### src/rtl/serial_word_rx.sv
// Serial word receiver: reassembles strobe-framed MSB-first bits into words and queues them in a FWFT FIFO.
// Optional SERIAL_RX_SYNC_EN adds a 2-flop synchronizer on com_en and data_in.
module serial_word_rx #(
   parameter int unsigned WORD_W     = 32,
   parameter int unsigned LEAD_CYC   = 1,
   parameter int unsigned TRAIL_CYC  = 1,
   parameter int unsigned FIFO_DEPTH = 4
) (
   input  logic              clk,
   input  logic              reset,
   input  logic              com_en,
   input  logic              data_in,
   input  logic              rd_en,
   output logic [WORD_W-1:0] rd_data,
   output logic              rd_valid,
   output logic              frame_err,
   output logic              overflow,
   output logic              busy
);
   localparam int unsigned FRAME   = LEAD_CYC + WORD_W + TRAIL_CYC;
   localparam int unsigned AW      = $clog2(FIFO_DEPTH);
   localparam int unsigned DATA_LO = LEAD_CYC;
   localparam int unsigned DATA_HI = LEAD_CYC + WORD_W;
   localparam logic [AW:0] PTR_ONE = {{AW{1'b0}}, 1'b1};

   logic com_s, din_s;

`ifdef SERIAL_RX_SYNC_EN
   logic [1:0] com_sync, din_sync;
   always_ff @(posedge clk or posedge reset) begin
      if (reset) begin
         com_sync <= '0;
         din_sync <= '0;
      end else begin
         com_sync <= {com_sync[0], com_en};
         din_sync <= {din_sync[0], data_in};
      end
   end
   assign com_s = com_sync[1];
   assign din_s = din_sync[1];
`else
   assign com_s = com_en;
   assign din_s = data_in;
`endif

   typedef enum logic [1:0] {SYNC, IDLE, RECV} state_t;
   state_t            state, state_n;
   logic [7:0]        cnt, cnt_n, k;
   logic [WORD_W-1:0] shreg, shreg_n;
   logic              good, bad;

   always_comb begin
      state_n = state;
      cnt_n   = cnt;
      shreg_n = shreg;
      good    = 1'b0;
      bad     = 1'b0;
      // The IDLE->RECV edge is sample 0; later samples are numbered by the counter.
      k       = (state == IDLE) ? 8'd0 : cnt;
      if (state != SYNC && com_s && 32'(k) >= DATA_LO && 32'(k) < DATA_HI)
         shreg_n = {shreg[WORD_W-2:0], din_s};
      case (state)
         SYNC: if (!com_s) state_n = IDLE;
         IDLE: begin
            if (com_s) begin
               state_n = RECV;
               cnt_n   = 8'd1;
            end
         end
         RECV: begin
            if (com_s) begin
               if (cnt != 8'hFF) cnt_n = cnt + 8'd1;
            end else begin
               state_n = IDLE;
               if (cnt != 8'hFF && 32'(cnt) == FRAME) good = 1'b1;
               else                                   bad  = 1'b1;
            end
         end
         default: state_n = SYNC;
      endcase
   end

   always_ff @(posedge clk or posedge reset) begin
      if (reset) begin
         state <= SYNC;
         cnt   <= '0;
         shreg <= '0;
      end else begin
         state <= state_n;
         cnt   <= cnt_n;
         shreg <= shreg_n;
      end
   end

   logic [WORD_W-1:0] mem [FIFO_DEPTH];
   logic [AW:0]       wptr, rptr, wptr_n, rptr_n;
   logic              full, pop, push, ovf;
   logic [WORD_W-1:0] head_n;

   always_comb begin
      full   = (wptr[AW] != rptr[AW]) && (wptr[AW-1:0] == rptr[AW-1:0]);
      pop    = rd_en && rd_valid;
      push   = good && (!full || pop);
      ovf    = good && full && !pop;
      wptr_n = push ? wptr + PTR_ONE : wptr;
      rptr_n = pop  ? rptr + PTR_ONE : rptr;
      // A word pushed into a FIFO that is empty after this cycle's pop becomes the head directly.
      head_n = (push && wptr == rptr_n) ? shreg : mem[rptr_n[AW-1:0]];
   end

   always_ff @(posedge clk) begin
      if (push) mem[wptr[AW-1:0]] <= shreg;
   end

   always_ff @(posedge clk or posedge reset) begin
      if (reset) begin
         wptr      <= '0;
         rptr      <= '0;
         rd_data   <= '0;
         rd_valid  <= 1'b0;
         frame_err <= 1'b0;
         overflow  <= 1'b0;
         busy      <= 1'b0;
      end else begin
         wptr      <= wptr_n;
         rptr      <= rptr_n;
         rd_valid  <= (wptr_n != rptr_n);
         if (wptr_n != rptr_n) rd_data <= head_n;
         frame_err <= bad;
         overflow  <= ovf;
         busy      <= (state_n == RECV);
      end
   end
endmodule

### config.mk
export PLATFORM = sky130hd
export DESIGN_NAME = serial_word_rx
export DESIGN_NICKNAME = d
export VERILOG_FILES = /design/src/rtl/serial_word_rx.sv
export SDC_FILE = /design/constraint.sdc
export NUM_CORES = 1
export LEC_CHECK = 0
export ABC_AREA = 1
export CAP_MARGIN = 30
export CORE_MARGIN = 2
export CORE_UTILIZATION = 45
export CTS_CLUSTER_SIZE = 28
export DETAILED_ROUTE_END_ITERATION = 7
export MAX_ROUTING_LAYER = met4
export SYNTH_ARGS = -nofsm -noshare
export SYNTH_HDL_FRONTEND = slang
export SYNTH_SLANG_ARGS = --single-unit
### constraint.sdc
create_clock -name clk -period 3.56 [get_ports clk]
set_clock_uncertainty 0.05 [all_clocks]
set_input_delay 0.89 -clock clk [delete_from_list [all_inputs] [get_ports clk]]
set_output_delay 0.89 -clock clk [all_outputs]
set_load 0.01 [all_outputs]
After elaboration in Yosys (flattened, before gate mapping):

Memory sizes are Yosys's and may differ from the RTL's.
Cells that the tools add are included.

* add/subtract/negate cells: 3
* $lt $le $gt $ge: 2
* eq/ne operators: 12
* multiplexer cells: 19
* reduce and logical (&&, ||, !) cells: 18

Operators with widths (number)
* 2-to-1 mux 32 bit: 1
* 2-to-1 mux 8 bit: 4
* one-hot mux 8 bit (2 select lines): 1
* logical AND 1 bit: 10
* adder 8 x 1 -> 8 bit (second input constant): 1
* equality test 8 x 6 -> 1 bit (second input constant): 1
* >= comparator 8 x 1 -> 1 bit (second input constant): 1
* < comparator 8 x 6 -> 1 bit (second input constant): 1
* 2-to-1 mux 1 bit: 8
* inequality test 8 bit (second input constant): 1
* adder 3 x 1 -> 3 bit (second input constant): 2
* 2-to-1 mux 3 bit: 2
* inequality test 2 bit (second input constant): 3
* equality test 2 bit (second input constant): 2
* 2-to-1 mux 2 bit: 2
* one-hot mux 2 bit (2 select lines): 1
* AND reduction 4 bit: 1
* nonzero test 2 bit: 2
* equality test 3 bit: 1
* inequality test 3 bit: 1
* equality test 2 x 1 -> 1 bit (second input constant): 1
* equality test 2 bit: 1
* zero test 1 bit: 2
* zero test 2 bit: 1
* 3 further kinds: 3

* register bits after elaboration: 84
* bits in writable memories: 128
* bits of input ports: 5
* output and inout bits: 36
* logic and storage cells: 65
* memories: 1

Memory list
* mem: depth 4, width 32, rd ports 1, clocked after Yosys merged registers in 0, wr ports 1, RTL line 95 `logic [WORD_W-1:0] mem [FIFO_DEPTH];`

Depth between registers and ports, before layout:

* word-level depth: 8
* gate-level depth with buffers: 14
* depth with buffers taken out: 13

Least setup slack after synthesis:

No wires, ideal clock.

* path type: input-to-reg
* start point: in rd_en
* end point: mem mem[0][0] (enable)
* library setup time: 0.421 ns
* data arrival time: 2.694 ns
* required time: 3.089 ns
* setup slack: 0.395 ns
* cell stages on the path: 6
* buffers on the path: 0
* cell sequence: nand2_2 nand2_1 nor2_1 nand2_1 nand2_2 nor2_1

* cells in the longest elaborated chain, start to end: 5

Ends and longest elaborated chain
* from (decl): RTL line 13 `input logic rd_en,`
* logical AND 1 bit: RTL line 102 `pop = rd_en && rd_valid;`
* logical OR 1 bit: RTL line 103 `push = good && (!full || pop);`
* logical AND 1 bit: RTL line 103
* 2-to-1 mux 1 bit: RTL line 112 `if (push) mem[wptr[AW-1:0]] <= shreg;`
* 2-to-1 mux 1 bit (implied by the code): RTL line 112
* to (decl): RTL line 95

No other way between the ends.

Worst setup path after layout:

* start point: in rd_en
* end point: reg rd_data[0]

* cells in the longest elaborated chain, start to end: 5
* elaborated cells between the ends (all ways): 10
* classes of those cells: eq/ne: 2; mux: 3; reduce/logical: 4; memory: 1

Ends and longest elaborated chain
* logical AND 1 bit *: RTL line 102
* parallel branches: the longest is 4 deep, another holds memory read (4 x 32 bit)
* to (signal assigned): RTL line 128 `if (wptr_n != rptr_n) rd_data <= head_n;`
* to (decl): RTL line 14 `output logic [WORD_W-1:0] rd_data,`

Mark *: on every way between the ends.
A chain may end at the register's enable or synchronous reset.

==> impl_metrics.ini <==
[floorplanning]
rows = 52
fp.dieW_um = 147
die_area_um2 = 21500
core_area_um2 = 20100
die_y_um = 147
io_pins = 41
initial_utilization_pct = 45.6

[route]
routedWlPerCell_um = 15.9
via_per_inst = 5.00
first_pass_iters = 5
drt_wl_total_um = 20100
postRouteAntennaNets = 0
vias = 6326
route.detailed.drc = 0
drt_iter0_markers = 354

[placed_design]
gp_congestion = 0.812
hpwl_um = 11200
numPortBuffers = 40

[clock_network]
cts_hold_buf = 0
cts_setup_buffers = 0
clock_sinks = 212
cts_made_buffers = 23
root_buffer = clkbuf_16
clkLatencyLatePin_ns = 0.50
htreeDepth = 1
cts_resized = 0
clkTransAtPathRegs_ns = 0.06
cts_tree = built
cts.path.max_buffers = 3

[logic_synthesis]
synth.area.top_cells = edfxtp_1 (42%), dfrtp_1 (23%), nand2_1 (14%)
yosysTopAreaCellShare_pct = 42.0
ys_seq_elements = 212
avgSynthCellArea_um2 = 9.82
synthTopCellsByCount = nand2_1 (344), edfxtp_1 (128), o21ai_0 (103), dfrtp_1 (84), inv_1 (60)
ys_warn_count = 0
synthCells = 933
ys_seq_area_share_pct = 64.9
synth_edf_count = 128
syn_area_um2 = 9160
yosys.area.top_type = edfxtp_1
yosysMostFrequentCell = nand2_1
synthFlopType = edfxtp_1
ys_types = 27
syn_nets = 945
async_reset_ff_share_pct = 39.6

[finish]
areaGrowthSynthToFinish_pct = 17.6
utilization_pct = 53.6
drive_gt1_share_pct = 8.85
diodes = 0
final_nets = 990

[min_path]
hold_path_depth = 1
worstHoldPathType = reg -> reg
hold_start = state[0]$_DFF_PP0_
whs_endpoint = state[0]$_DFF_PP0_

[sta]
slew_headroom_pct = 65.0
fin_crit_sh_pct = 73.9
drv_slew = 0
setup_tns_ns = 0
hold_viol = 0
rsz0062_at_grt = no
final-setup-viol-count = 0
worst_pin_slew_ns = 0.520
fin_crit_ns = 2.63
fmax_ghz = 0.380

[setup_path]
worst_path_largest_cell_delay_ns = 0.47
crit-reg2reg-launch = rptr[0]$_DFF_PP0_
timing.rr.end = rd_data[0]$_DFFE_PP0P_
cp-end-kind = register
r2r_cells = 13
crit_type = in -> reg
r2r_slack_ns = 1.13
crit_buf_inv = 3
critPathMostFrequentCell = nand2_1
critPathRequiredTime_ns = 3.90
cpMaxStageDelayCell = clkdlybuf4s50_1
critPathMaxFanout = 22
critPathTopFamily = buffers and inverters
cp-start-kind = primary input
arrival_ns = 2.97
path_cells = clkdlybuf4s50_1 -> nand2_2 -> o21ai_2 -> buf_4 -> nand2_1 -> nand2_1 -> nand2_1 -> nor2_2 -> nand2_1 -> buf_4 -> nand2_1 -> nand2_1 -> nand2_1 -> nand2_1

[flow_run]
cap_violations = 0

[grt]
grt_max_degree = 65
grt_overflow = 0
first_global_vias = 5969
grt_usage_pct = 19.8
grt_pass1_wl_um = 32500
antenna_found_initial = 0

[pwr]
p_per_area_nw_per_um2 = 809
power.leakage_uw = 0.00453
ir_worst_vdd_uv = 468

[run_status]
outcome = completed
per-layer routing:
layer  GRT usage, %  vias up  part of all wire (%)
li1               -     3180                     -
met1           27.7     2970                    47
met2           30.9      143                    46
met3           2.47       33                   4.7
met4           5.29        0                   1.8
met5              -        -                     0
worst reg2reg max path, cell delays in order, from the launching register on:
cell	delay, ns
dfrtp_1	0.49
ha_1	0.35
o21ai_2	0.19
buf_4	0.21
nand2_1	0.07
nand2_1	0.06
nand2_1	0.05
nor2_2	0.16
nand2_1	0.10
buf_4	0.25
nand2_1	0.11
nand2_1	0.08
nand2_1	0.09
nand2_1	0.06
area by class of cell:
cell class	instances	area, um^2
timing repair buffer	67	678
multi-input combinational	609	2800
sequential	212	5950
inverter	65	245
tap	270	338
clock buffer	29	608
fill	1846	9330
clock inverter	12	160
registers in the layout, summed over array words and instances, names as in the netlist:
name and cells:
mem 128, rd_data 32, shreg 32, cnt 8
rptr 3, wptr 3, state 2, busy 1
frame_err 1, overflow 1, rd_valid 1
worst max path at each step:
| stage | startpoint | to | depth (start not counted) |
|---|---|---|---|
| detailed placement | rd_en | rd_data[0]$_DFFE_PP0P_ | 14 |
| finish | rd_en | rd_data[0]$_DFFE_PP0P_ | 14 |
| global placement | rd_en | rd_data[7]$_DFFE_PP0P_ | 13 |
| floorplan | rd_en | mem[0][0]$_DFFE_PP_ | 6 |
| CTS | rd_en | rd_data[3]$_DFFE_PP0P_ | 14 |
| global route | rd_en | rd_data[3]$_DFFE_PP0P_ | 14 |
cell families (layout without fill, tap and decap cells):
kind of cell,Yosys count,count (layout),share of synthesized area (%)
xor gates and xnor gates,6,6,0.574
buffers and inverters,112,173,5.09
adders and majority gates,7,7,0.956
DFF,212,212,64.9
and+or+nand+nor,482,482,22.0
AOI/OAI and AO/OA,114,114,6.45
power breakdown:
group | internal (uW) | switching, uW | total, uW
clock | 1500 | 934 | 2430
sequential | 2910 | 205 | 3120
combinational | 1120 | 2040 | 3160
metrics by stage:
stage | std cells | hold WS, ns | cell area (um^2) | setup WS [ns] | total power, uW
global route | 1264 | 0.490 | 10800 | 0.673 | 9340
CTS | 1264 | 0.473 | 10800 | 0.927 | 8790
global placement | 1223 | 0.458 | 10000 | 0.433 | 6310
finish | 1264 | 0.470 | 10800 | 0.931 | 8710
floorplan | 933 | 0.425 | 9160 | 0.395 | 5190
detailed placement | 1223 | 0.459 | 10000 | 0.409 | 6340
cells in the final DEF, fill, tap and decap left out, types with 5 or more instances in the layout:
cell type | Yosys | layout
edfxtp_1 | 128 | 128
buf_12 | 0 | 6
clkinv_2 | 0 | 5
nand2_1 | 344 | 343
nand4_1 | 32 | 32
inv_2 | 5 | 5
nor2_4 | 3 | 6
clkbuf_16 | 0 | 23
dfrtp_1 | 84 | 84
clkbuf_1 | 20 | 5
nand2_2 | 7 | 8
ha_1 | 7 | 7
nor2_1 | 47 | 44
o21ai_0 | 103 | 103
a21oi_1 | 7 | 7
clkdlybuf4s50_1 | 0 | 40
inv_1 | 60 | 59
buf_4 | 0 | 21
nand3_1 | 40 | 40
Note: power is estimated with default switching activity, not from simulation.
